[config.mk]
export PLATFORM = sky130hd
export DESIGN_NAME = serial_adder_x16_flat
export DESIGN_NICKNAME = d
export VERILOG_FILES = /design/src/rtl/serial_adder_x16_pkg.sv /design/src/rtl/serial_adder_x16_if.sv /design/src/rtl/serial_adder_x16_full_adder.sv /design/src/rtl/serial_adder_x16.sv /design/src/flat_wrapper.sv
export SDC_FILE = /design/constraint.sdc
export NUM_CORES = 1
export LEC_CHECK = 0
export ABC_AREA = 1
export BUFFER_PORTS_ARGS = -buffer_cell sky130_fd_sc_hd__buf_2
export CAP_MARGIN = 10
export CORE_MARGIN = 2
export CORE_UTILIZATION = 49
export CTS_BUF_LIST = sky130_fd_sc_hd__clkbuf_16
export DETAILED_ROUTE_END_ITERATION = 12
export PLACE_DENSITY = 0.72
export SYNTH_ARGS = -nofsm -noshare
export SYNTH_HDL_FRONTEND = slang
export SYNTH_HIERARCHICAL = 1
export SYNTH_SLANG_ARGS = --single-unit
[constraint.sdc]
create_clock -name clk -period 1.4 [get_ports clk]
set_clock_uncertainty 0.1 [all_clocks]
set_input_delay 0.28 -clock clk [delete_from_list [all_inputs] [get_ports clk]]
set_output_delay 0.28 -clock clk [all_outputs]
set_load 0.005 [all_outputs]
[src/rtl/serial_adder_x16_pkg.sv]
// rtl/serial_adder_x16_pkg.sv - shared types and constants for the d16i ALU serial add path
// Purpose: FSM state enum, default word width and counter-width helper.
// Ports:   none (package).
package d16i_alu_pkg;

    typedef enum logic [1:0] {
        IDLE = 2'd0,
        BUSY = 2'd1,
        DONE = 2'd2
    } serial_add_state_t;

    localparam int D16I_WORD_W = 16;

    // Bit counter must index 0 .. width-1.
    function automatic int cnt_width(input int width);
        return $clog2(width);
    endfunction

endpackage

[src/rtl/serial_adder_x16_if.sv]
// rtl/serial_adder_x16_if.sv - operand/result handshake bundle for serial_adder_x16
// Purpose: groups the operand (in_*) and result (out_*) handshakes.
// Ports:   master = operand producer / result consumer, slave = adder.
//          in_valid, in_ready, a, b, cin, out_valid, out_ready, z, cout
//          ovf is present only when SERIAL_ADDER_OVF_EN is defined.
interface serial_adder_x16_if
    import d16i_alu_pkg::*;
#(
    parameter int WIDTH = D16I_WORD_W
);
    logic             in_valid;
    logic             in_ready;
    logic [WIDTH-1:0] a;
    logic [WIDTH-1:0] b;
    logic             cin;
    logic             out_valid;
    logic             out_ready;
    logic [WIDTH-1:0] z;
    logic             cout;
`ifdef SERIAL_ADDER_OVF_EN
    logic             ovf;

    modport master (
        output in_valid, a, b, cin, out_ready,
        input  in_ready, out_valid, z, cout, ovf
    );

    modport slave (
        input  in_valid, a, b, cin, out_ready,
        output in_ready, out_valid, z, cout, ovf
    );
`else
    modport master (
        output in_valid, a, b, cin, out_ready,
        input  in_ready, out_valid, z, cout
    );

    modport slave (
        input  in_valid, a, b, cin, out_ready,
        output in_ready, out_valid, z, cout
    );
`endif
endinterface

[src/rtl/serial_adder_x16_full_adder.sv]
// rtl/serial_adder_x16_full_adder.sv - 1-bit combinational full adder cell
// Purpose: per-bit cell reused every BUSY cycle by serial_adder_x16.
// Ports:   i_a, i_b, i_cin -> o_z (sum), o_cout (carry-out)
module full_adder (
    input  logic i_a,
    input  logic i_b,
    input  logic i_cin,
    output logic o_z,
    output logic o_cout
);
    assign o_z    = i_a ^ i_b ^ i_cin;
    assign o_cout = (i_a & i_b) | (i_cin & (i_a ^ i_b));
endmodule

[src/rtl/serial_adder_x16.sv]
// rtl/serial_adder_x16.sv - bit-serial WIDTH-bit adder, z = a + b + cin with carry-out
// Purpose: one full_adder evaluated over WIDTH cycles; IDLE -> BUSY -> DONE FSM.
// Ports:   clk, rst_n (async, active-low), sa (serial_adder_x16_if.slave).
// Config:  SERIAL_ADDER_OVF_EN adds sa.ovf (two's-complement signed overflow).
module serial_adder_x16
    import d16i_alu_pkg::*;
#(
    parameter int WIDTH = D16I_WORD_W
) (
    input  logic               clk,
    input  logic               rst_n,
    serial_adder_x16_if.slave  sa
);
    localparam int              CNT_W = cnt_width(WIDTH);
    localparam logic [CNT_W-1:0] LAST = CNT_W'(WIDTH - 1);

    serial_add_state_t r_state;
    serial_add_state_t w_next;

    logic [WIDTH-1:0] r_op_a;
    logic [WIDTH-1:0] r_op_b;
    // Partial sum; holds the WIDTH-1 earlier bits, the last bit joins it
    // directly when the result is published.
    logic [WIDTH-2:0] r_sum;
    logic [WIDTH-1:0] r_z;
    logic             r_cout;
    logic             r_carry;
    logic [CNT_W-1:0] r_cnt;
`ifdef SERIAL_ADDER_OVF_EN
    logic             r_cmsb;
`endif

    logic w_fa_z;
    logic w_fa_cout;
    logic w_accept;
    logic w_last;

    full_adder u_fa (
        .i_a    (r_op_a[0]),
        .i_b    (r_op_b[0]),
        .i_cin  (r_carry),
        .o_z    (w_fa_z),
        .o_cout (w_fa_cout)
    );

    assign w_accept = (r_state == IDLE) && sa.in_valid;
    assign w_last   = (r_state == BUSY) && (r_cnt == LAST);

    always_ff @(posedge clk or negedge rst_n) begin
        if (!rst_n) begin
            r_state <= IDLE;
        end else begin
            r_state <= w_next;
        end
    end

    always_comb begin
        w_next = r_state;
        case (r_state)
            IDLE:    if (sa.in_valid)  w_next = BUSY;
            BUSY:    if (w_last)       w_next = DONE;
            DONE:    if (sa.out_ready) w_next = IDLE;
            default:                   w_next = IDLE;
        endcase
    end

    always_ff @(posedge clk or negedge rst_n) begin
        if (!rst_n) begin
            r_op_a  <= '0;
            r_op_b  <= '0;
            r_sum   <= '0;
            r_z     <= '0;
            r_cout  <= 1'b0;
            r_carry <= 1'b0;
            r_cnt   <= '0;
`ifdef SERIAL_ADDER_OVF_EN
            r_cmsb  <= 1'b0;
`endif
        end else if (w_accept) begin
            r_op_a  <= sa.a;
            r_op_b  <= sa.b;
            r_carry <= sa.cin;
            r_cnt   <= '0;
        end else if (r_state == BUSY) begin
            r_op_a  <= r_op_a >> 1;
            r_op_b  <= r_op_b >> 1;
            r_sum   <= {w_fa_z, r_sum[WIDTH-2:1]};
            r_carry <= w_fa_cout;
            r_cnt   <= r_cnt + CNT_W'(1);
            // Publish only on the final bit so z/cout stay at the previous
            // result throughout the next operation's BUSY phase.
            if (w_last) begin
                r_z    <= {w_fa_z, r_sum};
                r_cout <= w_fa_cout;
`ifdef SERIAL_ADDER_OVF_EN
                r_cmsb <= r_carry;
`endif
            end
        end
    end

    assign sa.in_ready  = (r_state == IDLE);
    assign sa.out_valid = (r_state == DONE);
    assign sa.z         = r_z;
    assign sa.cout      = r_cout;
`ifdef SERIAL_ADDER_OVF_EN
    assign sa.ovf       = r_cmsb ^ r_cout;
`endif

endmodule

[src/flat_wrapper.sv]
// flat-port wrapper written by rule: the top's interface ports become plain ports
module serial_adder_x16_flat import d16i_alu_pkg::*;
#(
    parameter int WIDTH = D16I_WORD_W
)
  (clk, rst_n, sa_in_valid, sa_a, sa_b, sa_cin, sa_out_ready, sa_in_ready, sa_out_valid, sa_z, sa_cout);
  serial_adder_x16_if #(.WIDTH(WIDTH)) sa_i ();
  input  logic clk;
  input  logic rst_n;
  input wire logic [$bits(sa_i.in_valid)-1:0] sa_in_valid;
  input wire logic [$bits(sa_i.a)-1:0] sa_a;
  input wire logic [$bits(sa_i.b)-1:0] sa_b;
  input wire logic [$bits(sa_i.cin)-1:0] sa_cin;
  input wire logic [$bits(sa_i.out_ready)-1:0] sa_out_ready;
  output wire logic [$bits(sa_i.in_ready)-1:0] sa_in_ready;
  output wire logic [$bits(sa_i.out_valid)-1:0] sa_out_valid;
  output wire logic [$bits(sa_i.z)-1:0] sa_z;
  output wire logic [$bits(sa_i.cout)-1:0] sa_cout;
  assign sa_i.in_valid = sa_in_valid;
  assign sa_i.a = sa_a;
  assign sa_i.b = sa_b;
  assign sa_i.cin = sa_cin;
  assign sa_i.out_ready = sa_out_ready;
  assign sa_in_ready = sa_i.in_ready;
  assign sa_out_valid = sa_i.out_valid;
  assign sa_z = sa_i.z;
  assign sa_cout = sa_i.cout;
  serial_adder_x16 #(.WIDTH(WIDTH)) u_core (.clk(clk), .rst_n(rst_n), .sa(sa_i));
endmodule
==> flow_metrics.py, run 1 <==
metrics = {
    "grt": {
        "top_usage_layer": "met2",
        "overflow": 0,
        "grtUsageTotal_pct": 20.66,
        "grt_pass1_wl_um": 10300,
        "grt_max_degree": 72,
        "grt_pass1_vias": 2373,
        "gr-usage-met3_pct": 5.824,
        "met2_usage_pct": 35.12,
        "antenna_found_initial": 0,
        "met1_usage_pct": 24.13,
    },
    "clock_network": {
        "cts-buffers-inserted": 9,
        "cts_sinks": 71,
        "clk_pin_slew_ns": 0.05,
        "cts_root_buffer": "clkbuf_16",
        "htree_num_levels": 3,
        "cts_buffer_depth": 2,
        "cts_tree": "yes",
        "worstSkewPairLatency_ns": 0.32,
    },
    "logic_synthesis": {
        "syn_inst": 341,
        "syn_area_um2": 2968,
        "ys_ff_latch": 71,
        "postSynthNetCount": 380,
        "synth_cell_type_count": 18,
        "yosys_warnings": 6,
        "postSynthAreaPerCell_um2": 8.703,
        "ys_seq_area_share_pct": 59.87,
    },
    "critical_path": {
        "ff2ff_setup_slack_ns": 0.05,
        "r2r_cells": 6,
        "cp-start-kind": "flop",
        "worstPathMaxFanout": 4,
        "worstPathRequired_ns": 1.02,
        "cp.arrival_ns": 0.99,
        "reg2reg_from": "u_core/r_cnt[0]$_DFFE_PN0P_",
        "worstSetupPathType": "reg -> out",
        "reg2reg_to": "u_core/sa.z[1]$_DFFE_PN0P_",
        "cp-end-kind": "primary output",
    },
    "die": {
        "io-pin-count": 56,
        "placementRows": 28,
        "die_w_um": 81.83,
        "die_h_um": 81.83,
        "die_area_um2": 6695,
        "start_util_pct": 50.43,
        "coreArea_um2": 5886,
    },
    "placement": {
        "dp_slack_ns": 0.03590,
        "post-dp-hpwl_um": 3796,
        "io_buffers": 55,
        "place_inst": 463,
        "place_congestion": 0.7291,
    },
    "routing": {
        "drtIter0Drc": 132,
        "drt-wirelength-per-cell_um": 12.60,
        "ant_nets": 0,
        "drc_errors": 0,
        "route.vias.total": 2400,
        "first_pass_iters": 4,
        "totalWireLength_um": 6062,
        "viasPerCell": 4.990,
    },
    "layout": {
        "fin_cells": 481,
        "drive_gt1_share_pct": 21.43,
        "nets": 443,
        "syn_to_final_growth_pct": 24.33,
        "final_core_util_pct": 62.69,
        "antennaDiodeCount": 0,
    },
    "sta": {
        "setup_viol": 0,
        "slew_headroom_pct": 74.68,
        "worstMarginPinSlew_ns": 0.3798,
        "drv_slew": 0,
        "rsz0062_at_grt": "yes",
        "finalCriticalPeriod_ns": 1.368,
        "fin_ws_ns": 0.03235,
        "hold_viol_final": 0,
        "max_freq_ghz": 0.7312,
        "setup_tns_ns": 0,
        "period_share_pct": 97.69,
    },
    "power_and_ir_drop": {
        "power_density_nw_per_um2": 2070,
        "ir_drop_v": 0.001051,
        "p_leak_nw": 1.968,
    },
    "job": {
        "drv_cap": 0,
    },
    "status": {
        "status": "finished clean",
    },
    "worst_hold_path": {
        "min_delay_worst_endpoint": "u_core/r_state[1]$_DFFE_PN0P_",
        "min_from": "sa_out_ready",
        "worstHoldPathCells": 2,
        "hold_class": "in -> reg",
    },
}
-- state kept, by name, indices dropped and copies added (netlist names) --
name,count
u_core/r_cnt,4
u_core/sa.cout,1
u_core/r_sum,15
u_core/sa.z,16
u_core/r_carry,1
u_core/r_op_a,16
u_core/r_state,2
u_core/r_op_b,16
-- cell usage after synthesis --
library cell / number / area [um^2]
buf_2: 9 / 45.04
buf_4: 4 / 30.03
buf_6: 1 / 11.26
clkbuf_1: 3 / 11.26
dfrtp_1: 71 / 1777
fa_1: 1 / 20.02
ha_1: 1 / 12.51
inv_1: 12 / 45.04
inv_2: 2 / 7.510
nand2_1: 164 / 615.6
nand2_4: 1 / 11.26
nand3_1: 33 / 165.2
nor2_1: 2 / 7.510
nor2_8: 1 / 20.02
o21ai_0: 33 / 165.2
o21ai_2: 1 / 8.760
o22ai_1: 1 / 6.260
xnor2_1: 1 / 8.760
-- metrics by stage --
step / power [mW] / instance area (um^2) / hold WS, ns
finish: 7.636 / 3690 / 0.04396
global route: 8.235 / 3690 / 0.03939
CTS: 7.654 / 3650 / 0.03187
detailed placement: 5.489 / 3357 / 0.2339
global placement: 5.395 / 3357 / 0.2338
floorplan: 4.696 / 2968 / -0.1156
-- layer usage --
layer / share of wire [%] / routed length (um) / vias to the layer above
met4: 1.6 / 95 / 0
met3: 4.5 / 274 / 7
met1: 45 / 2712 / 1130
met2: 49 / 2979 / 55
met5: 0 / 0 / -
li1: - / - / 1208
-- how the worst max path moves through the flow --
stage                                              from                          end  cells past startpoint
after floorplan             u_core/r_cnt[0]$_DFFE_PN0P_  u_core/sa.z[14]$_DFFE_PN0P_                      7
after global placement      u_core/r_cnt[0]$_DFFE_PN0P_   u_core/sa.z[2]$_DFFE_PN0P_                      6
after detailed placement    u_core/r_cnt[0]$_DFFE_PN0P_   u_core/sa.z[1]$_DFFE_PN0P_                      6
after CTS                   u_core/r_cnt[0]$_DFFE_PN0P_   u_core/sa.z[1]$_DFFE_PN0P_                      6
after global routing      u_core/r_state[0]$_DFFE_PN0P_                 sa_out_valid                      4
final                     u_core/r_state[0]$_DFFE_PN0P_                 sa_out_valid                      4
-- area by class of cell --
cell class	instances	area [um^2]
Clock buffer	9	225.2
Clock inverter	4	42.54
Fill cell	537	2196
Inverter	14	52.55
Multi-Input combinational cell	241	1074
Sequential cell	71	1777
Tap cell	75	93.84
Timing Repair Buffer	67	425.4
-- kinds of logic after synthesis --
kind of cell	share of synthesized area, %
simple gates	27.61
flops	59.86
compound gates	6.071
buf+inv	5.059
fa+ha+maj	1.096
xor+xnor	0.2952
-- power breakdown --
| part | total (mW) | switching [mW] | internal [mW] |
|---|---|---|---|
| registers | 3.33 | 0.477 | 2.86 |
| clock network | 2.10 | 0.768 | 1.33 |
| logic | 2.20 | 1.28 | 0.928 |
-- critical path, stage by stage (launching register included) --
cell	delay [ns]
dfrtp_1	0.40
inv_1	0.07
nand2_1	0.05
inv_1	0.05
buf_2	0.10
-- cell usage in the layout (no fill, tap or decap) --
cell	n
nand2_1	164
dfrtp_1	71
buf_2	55
nand3_1	32
o21ai_0	30
inv_1	14
clkbuf_16	9
buf_4	5
buf_12	4
o21ai_1	3
nor2_4	2
inv_2	2
buf_6	2
clkinv_2	1
bufinv_16	1
dlygate4sd3_1	1
nor2_2	1
o21ai_2	1
nand2_4	1
nand3_2	1
nor2_8	1
xnor2_1	1
nor2_1	1
o22ai_1	1
ha_2	1
fa_1	1
-- what timing repair did --
action | CTS | global route
setup endpoints to repair | 2 | 31
hold endpoints to repair | 71 | 0
pin swaps | 0 | 1
hold buffers | 1 | 0
cloned | 0 | 2
setup buffers | 2 | 0
resized for setup | 0 | 8
Power figures use the tool's default switching activity.
==> run 2: changes to the inputs <==
==> constraint.sdc (replaced) <==
create_clock -name clk -period 1.4 [get_ports clk]
set_clock_uncertainty 0.1 [all_clocks]
set_input_delay 0.07 -clock clk [delete_from_list [all_inputs] [get_ports clk]]
set_output_delay 0.07 -clock clk [all_outputs]
set_load 0.005 [all_outputs]
==> run 2 against run 1 <==
The flow now finishes with violations (negative setup slack); sequential power is 1% higher; clock-buffer cell count unchanged; largest power group unchanged; final cell count is 8.3% higher; first-iteration DRC count fell by 21%; critical endpoint is now u_core/sa.z[9]$_DFFE_PN0P_; via count is 9.7% higher; die area unchanged; clock power about the same; register-to-register slack got worse by 0.11 ns; sequential cell count unchanged; final area rose by 14%; combinational power rose by 15%.
==> flow_metrics.py, run 2 (synthesis results as in run 1) <==
metrics = {
    "status": {
        "status": "finished with violations",
        "violations": "negative setup slack",
    },
    "clock_network": {
        "cts_sinks": 71,
        "clk_pin_slew_ns": 0.06,
        "cts_root_buffer": "clkbuf_16",
        "cts_buffer_depth": 2,
        "worstSkewPairLatency_ns": 0.33,
        "htree_num_levels": 3,
        "cts_tree": "yes",
        "cts-buffers-inserted": 9,
    },
    "layout": {
        "antennaDiodeCount": 0,
        "final_core_util_pct": 71.19,
        "drive_gt1_share_pct": 22.87,
        "final_common_cell": "nand2_1",
        "nets": 480,
        "fillers": 431,
        "syn_to_final_growth_pct": 41.19,
        "layout_common_cells": "nand2_1 (163), dfrtp_1 (71), buf_2 (55), dlygate4sd3_1 (36), nand3_1 (32)",
    },
    "die": {
        "coreArea_um2": 5886,
        "die_area_um2": 6695,
        "die_h_um": 81.83,
        "start_util_pct": 50.43,
        "io-pin-count": 56,
        "die_w_um": 81.83,
        "placementRows": 28,
    },
    "sta": {
        "hold_viol_final": 0,
        "fin_ws_ns": -0.06193,
        "worstMarginPinSlew_ns": 0.3807,
        "max_freq_ghz": 0.6840,
        "setup_viol": 7,
        "setup_tns_ns": -0.1603,
        "finalCriticalPeriod_ns": 1.462,
        "drv_slew": 0,
        "rsz0062_at_grt": "yes",
        "period_share_pct": 104.4,
        "slew_headroom_pct": 74.62,
    },
    "critical_path": {
        "slowest_delay_ns": 0.38,
        "path_common_cell": "nand2_1",
        "ff2ff_setup_slack_ns": -0.06,
        "crit_slowest_cell": "dfrtp_1",
        "cp.arrival_ns": 1.63,
        "cp-start-kind": "flop",
        "crit_path_start": "u_core/r_cnt[0]$_DFFE_PN0P_",
        "r2r_cells": 6,
        "worstSetupPathType": "reg -> reg",
        "worstPathRequired_ns": 1.57,
        "reg2reg_to": "u_core/sa.z[9]$_DFFE_PN0P_",
        "crit_chain": "ha_2 -> nand3_4 -> buf_12 -> nor2_4 -> nand2_1 -> nand2_1",
        "cp-end-kind": "flop",
        "worstPathMaxFanout": 8,
        "reg2reg_from": "u_core/r_cnt[0]$_DFFE_PN0P_",
    },
    "placement": {
        "post-dp-hpwl_um": 3965,
        "io_buffers": 55,
        "place_congestion": 0.7756,
    },
    "routing": {
        "first_pass_iters": 4,
        "drtIter0Drc": 104,
        "totalWireLength_um": 7112,
        "ant_nets": 0,
        "viasPerCell": 5.052,
        "drt-wirelength-per-cell_um": 13.65,
        "route.vias.total": 2632,
        "drc_errors": 0,
    },
    "power_and_ir_drop": {
        "ir_drop_v": 0.001291,
        "power_density_nw_per_um2": 1902,
        "p_leak_nw": 2.173,
    },
    "grt": {
        "grt_pass1_wl_um": 11360,
        "grtUsageTotal_pct": 22.42,
        "antenna_found_initial": 0,
        "overflow": 0,
        "grt_max_degree": 72,
        "grt_pass1_vias": 2657,
    },
    "job": {
        "drv_cap": 0,
    },
    "worst_hold_path": {
        "hold_class": "in -> async",
    },
}
-- run 2: what timing repair did --
item | 4_1_cts | 5_1_grt
gates resized for setup | 0 | 25
setup endpoints to repair | 17 | 30
hold buffers | 36 | 0
pin swaps | 2 | 11
gates cloned | 1 | 3
buffers inserted | 0 | 1
hold endpoints to repair | 106 | 0
-- run 2: worst max-delay path by stage --
| stage | endpoint | slack, ns | cells past startpoint |
|---|---|---|---|
| after floorplan | u_core/sa.z[14]$_DFFE_PN0P_ | 0.02 | 7 |
| after global placement | u_core/sa.cout$_DFFE_PN0P_ | 0.06 | 6 |
| after detailed placement | u_core/sa.z[8]$_DFFE_PN0P_ | -0.02 | 6 |
| after CTS | u_core/sa.z[5]$_DFFE_PN0P_ | 0.005 | 6 |
| after global routing | u_core/sa.z[9]$_DFFE_PN0P_ | -0.12 | 6 |
| final | u_core/sa.z[9]$_DFFE_PN0P_ | -0.06 | 6 |
-- run 2: per-layer routing --
layer	track usage [%]	routed length, um	vias to the layer above
li1	-	-	1284
met2	39.19	3656	70
met1	26.31	3012	1260
met4	9.833	177	0
met5	0	0	-
met3	5.165	264	18
-- run 2: power breakdown --
group	switching, mW	internal, mW	leakage, nW	total [mW]
clock	0.876	1.20	0.136	2.08
combinational	1.39	1.13	1.11	2.52
sequential	0.517	2.86	0.923	3.37
-- run 2: final cells by class --
type                    instances  area [um^2]  share of cell area [%]
flip-flops and latches         71         1777                   42.40
clock inverters                 7        48.80                   1.165
well taps                      75        93.84                   2.239
inverters                      14        55.05                   1.314
repair buffers                105        892.1                   21.29
multi-input cells             240         1099                   26.22
clock buffers                   9        225.2                   5.375
-- run 2: metrics by stage --
stage          hold slack (ns)  power (mW)  instance area (um^2)  worst slack (ns)  std cells
3_3_place_gp           0.02462       5.520                  3415           0.05504        464
5_1_grt                 0.2517       8.554                  4190           -0.1246        521
3_5_place_dp           0.02052       5.621                  3415          -0.02132        464
6_report                0.1747       7.969                  4190          -0.06193        521
2_1_floorplan          -0.3256       4.696                  2968           0.02426        341
4_1_cts                 0.2083       7.794                  4060          0.004583        517
-- run 2: critical path, delay by kind of cell (launching register included) --
family	cells	cell delay, ns
DFF	1	0.38
buffers and inverters	1	0.16
and+or+nand+nor	4	0.54
adders and majority gates	1	0.23
==> run 3: changes to the inputs <==
--- a/config.mk
+++ b/config.mk
@@ -8,11 +8,12 @@
 export ABC_AREA = 1
 export BUFFER_PORTS_ARGS = -buffer_cell sky130_fd_sc_hd__buf_2
 export CAP_MARGIN = 10
+export CORE_ASPECT_RATIO = 0.6
 export CORE_MARGIN = 2
-export CORE_UTILIZATION = 49
+export CORE_UTILIZATION = 40
 export CTS_BUF_LIST = sky130_fd_sc_hd__clkbuf_16
 export DETAILED_ROUTE_END_ITERATION = 12
-export PLACE_DENSITY = 0.72
+export PLACE_DENSITY = 0.6
 export SYNTH_ARGS = -nofsm -noshare
 export SYNTH_HDL_FRONTEND = slang
 export SYNTH_HIERARCHICAL = 1
==> run 3 against run 2 <==
Sequential cell count did not move; largest cell class unchanged; maximum frequency grew 3.1%; via count down 3.4%; the run still ends with negative setup slack left; routed wire length fell by 0.83%; power increased by 7.0%; final cell count up 5.6%; highest routed layer unchanged; utilization decreased by 12 points; combinational power is essentially flat; critical path depth did not move; clock power increased by 25%; final area increased by 2.3%.
==> flow_metrics.py, run 3 (synthesis results as in run 1) <==
metrics = {
    "layout": {
        "final_core_util_pct": 59.22,
        "antennaDiodeCount": 0,
        "final_common_cell": "nand2_1",
        "multi_input_area_um2": 1095,
        "regArea_um2": 1777,
        "nets": 480,
        "drive_gt1_share_pct": 22.20,
        "layout_common_cells": "nand2_1 (164), dfrtp_1 (71), buf_2 (54), dlygate4sd3_1 (35), nand3_1 (32)",
        "fin_area_um2": 4285,
        "fin_cells": 550,
        "fillers": 612,
        "syn_to_final_growth_pct": 44.39,
    },
    "status": {
        "violations": "negative setup slack",
        "status": "finished with violations",
    },
    "critical_path": {
        "worstPathMaxFanout": 10,
        "reg2reg_from": "u_core/r_cnt[1]$_DFFE_PN0P_",
        "worstSetupPathType": "reg -> reg",
        "cp-end-kind": "flop",
        "crit_path_start": "u_core/r_cnt[1]$_DFFE_PN0P_",
        "worstPathRequired_ns": 1.51,
        "r2r_cells": 6,
        "cp.arrival_ns": 1.53,
        "ff2ff_setup_slack_ns": -0.02,
        "cp-start-kind": "flop",
        "reg2reg_to": "u_core/sa.z[1]$_DFFE_PN0P_",
    },
    "sta": {
        "slew_headroom_pct": 75.02,
        "worstMarginPinSlew_ns": 0.3748,
        "period_share_pct": 101.3,
        "setup_viol": 3,
        "finalCriticalPeriod_ns": 1.418,
        "hold_viol_final": 0,
        "hold_ws_ns": 0.06104,
        "rsz0062_at_grt": "yes",
        "setup_tns_ns": -0.04599,
        "drv_slew": 0,
        "max_freq_ghz": 0.7053,
        "fin_ws_ns": -0.01776,
    },
    "placement": {
        "post-dp-hpwl_um": 4117,
        "place_congestion": 0.7571,
        "io_buffers": 55,
        "place_inst": 495,
        "dpl_cell_area_um2": 3468,
        "dp_slack_ns": -0.008299,
    },
    "die": {
        "die_w_um": 115.2,
        "coreArea_um2": 7237,
        "die_h_um": 70.72,
        "placementRows": 24,
        "die_area_um2": 8147,
        "start_util_pct": 41.01,
        "io-pin-count": 56,
    },
    "routing": {
        "route.vias.total": 2543,
        "totalWireLength_um": 7053,
        "viasPerCell": 4.624,
        "drc_errors": 0,
        "drt-wirelength-per-cell_um": 12.82,
        "first_pass_iters": 4,
        "ant_nets": 0,
        "drtIter0Drc": 138,
    },
    "grt": {
        "overflow": 0,
        "antenna_found_initial": 0,
        "grt_pass1_vias": 2374,
        "grtUsageTotal_pct": 17.95,
        "grt_pass1_wl_um": 11370,
        "grt_max_degree": 72,
    },
    "worst_hold_path": {
        "min_from": "sa_in_valid",
        "worstHoldPathCells": 4,
        "min_delay_worst_endpoint": "u_core/r_state[0]$_DFFE_PN0P_",
        "hold_class": "in -> reg",
    },
    "clock_network": {
        "cts-buffers-inserted": 9,
        "clk_pin_slew_ns": 0.06,
        "cts_buffer_depth": 2,
        "cts_tree": "yes",
        "htree_num_levels": 3,
        "cts_sinks": 71,
        "worstSkewPairLatency_ns": 0.33,
        "cts_root_buffer": "clkbuf_16",
    },
    "power_and_ir_drop": {
        "fin_total_pwr_mw": 8.524,
        "ir_drop_v": 0.0007337,
        "power_density_nw_per_um2": 1989,
        "p_leak_nw": 2.204,
    },
    "job": {
        "drv_cap": 0,
    },
}
run 3: worst max path at each step:
stage / depth (start not counted) / endpoint / slack (ns)
finish: 6 / u_core/sa.z[1]$_DFFE_PN0P_ / -0.02
global route: 6 / u_core/sa.z[6]$_DFFE_PN0P_ / -0.08
CTS: 6 / u_core/sa.z[14]$_DFFE_PN0P_ / 0.02
detailed placement: 6 / u_core/sa.z[10]$_DFFE_PN0P_ / -0.008
global placement: 6 / u_core/sa.z[1]$_DFFE_PN0P_ / 0.05
floorplan: 7 / u_core/sa.z[14]$_DFFE_PN0P_ / 0.02
run 3: worst max-delay path: stages (launching register included):
cell,delay (ns)
dfrtp_1,0.41
ha_4,0.18
nand3_4,0.09
buf_12,0.15
clkbuf_16,0.15
o21ai_0,0.16
nand2_1,0.07
run 3: repair_timing:
item | in CTS | in global routing
hold buffers | 35 | 0
setup endpoints to repair | 7 | 20
pin swaps | 2 | 15
gates resized for setup | 0 | 17
cloned | 1 | 2
endpoints found under the hold margin | 105 | 0
setup buffers | 0 | 1
run 3: power breakdown:
part | internal [mW] | total (mW) | switching (mW)
Sequential | 2.86 | 3.37 | 0.518
Combinational | 1.15 | 2.54 | 1.39
Clock | 1.74 | 2.61 | 0.862
Total | 5.75 | 8.52 | 2.77
run 3: layout make-up:
cell class              count  area share (%)
flip-flops and latches     71           41.46
repair buffers            105           20.73
inverters                  14           1.226
clock inverters             7           2.745
multi-input cells         240           25.55
clock buffers               9           5.255
well taps                 104           3.037
run 3: metal layers:
| layer | up-vias | track usage, % | wire length, um |
|---|---|---|---|
| met4 | 0 | 4.418 | 36 |
| li1 | 1289 | - | - |
| met5 | - | 0 | 0 |
| met2 | 54 | 27.91 | 3292 |
| met3 | 6 | 5.827 | 262 |
| met1 | 1194 | 24.65 | 3462 |
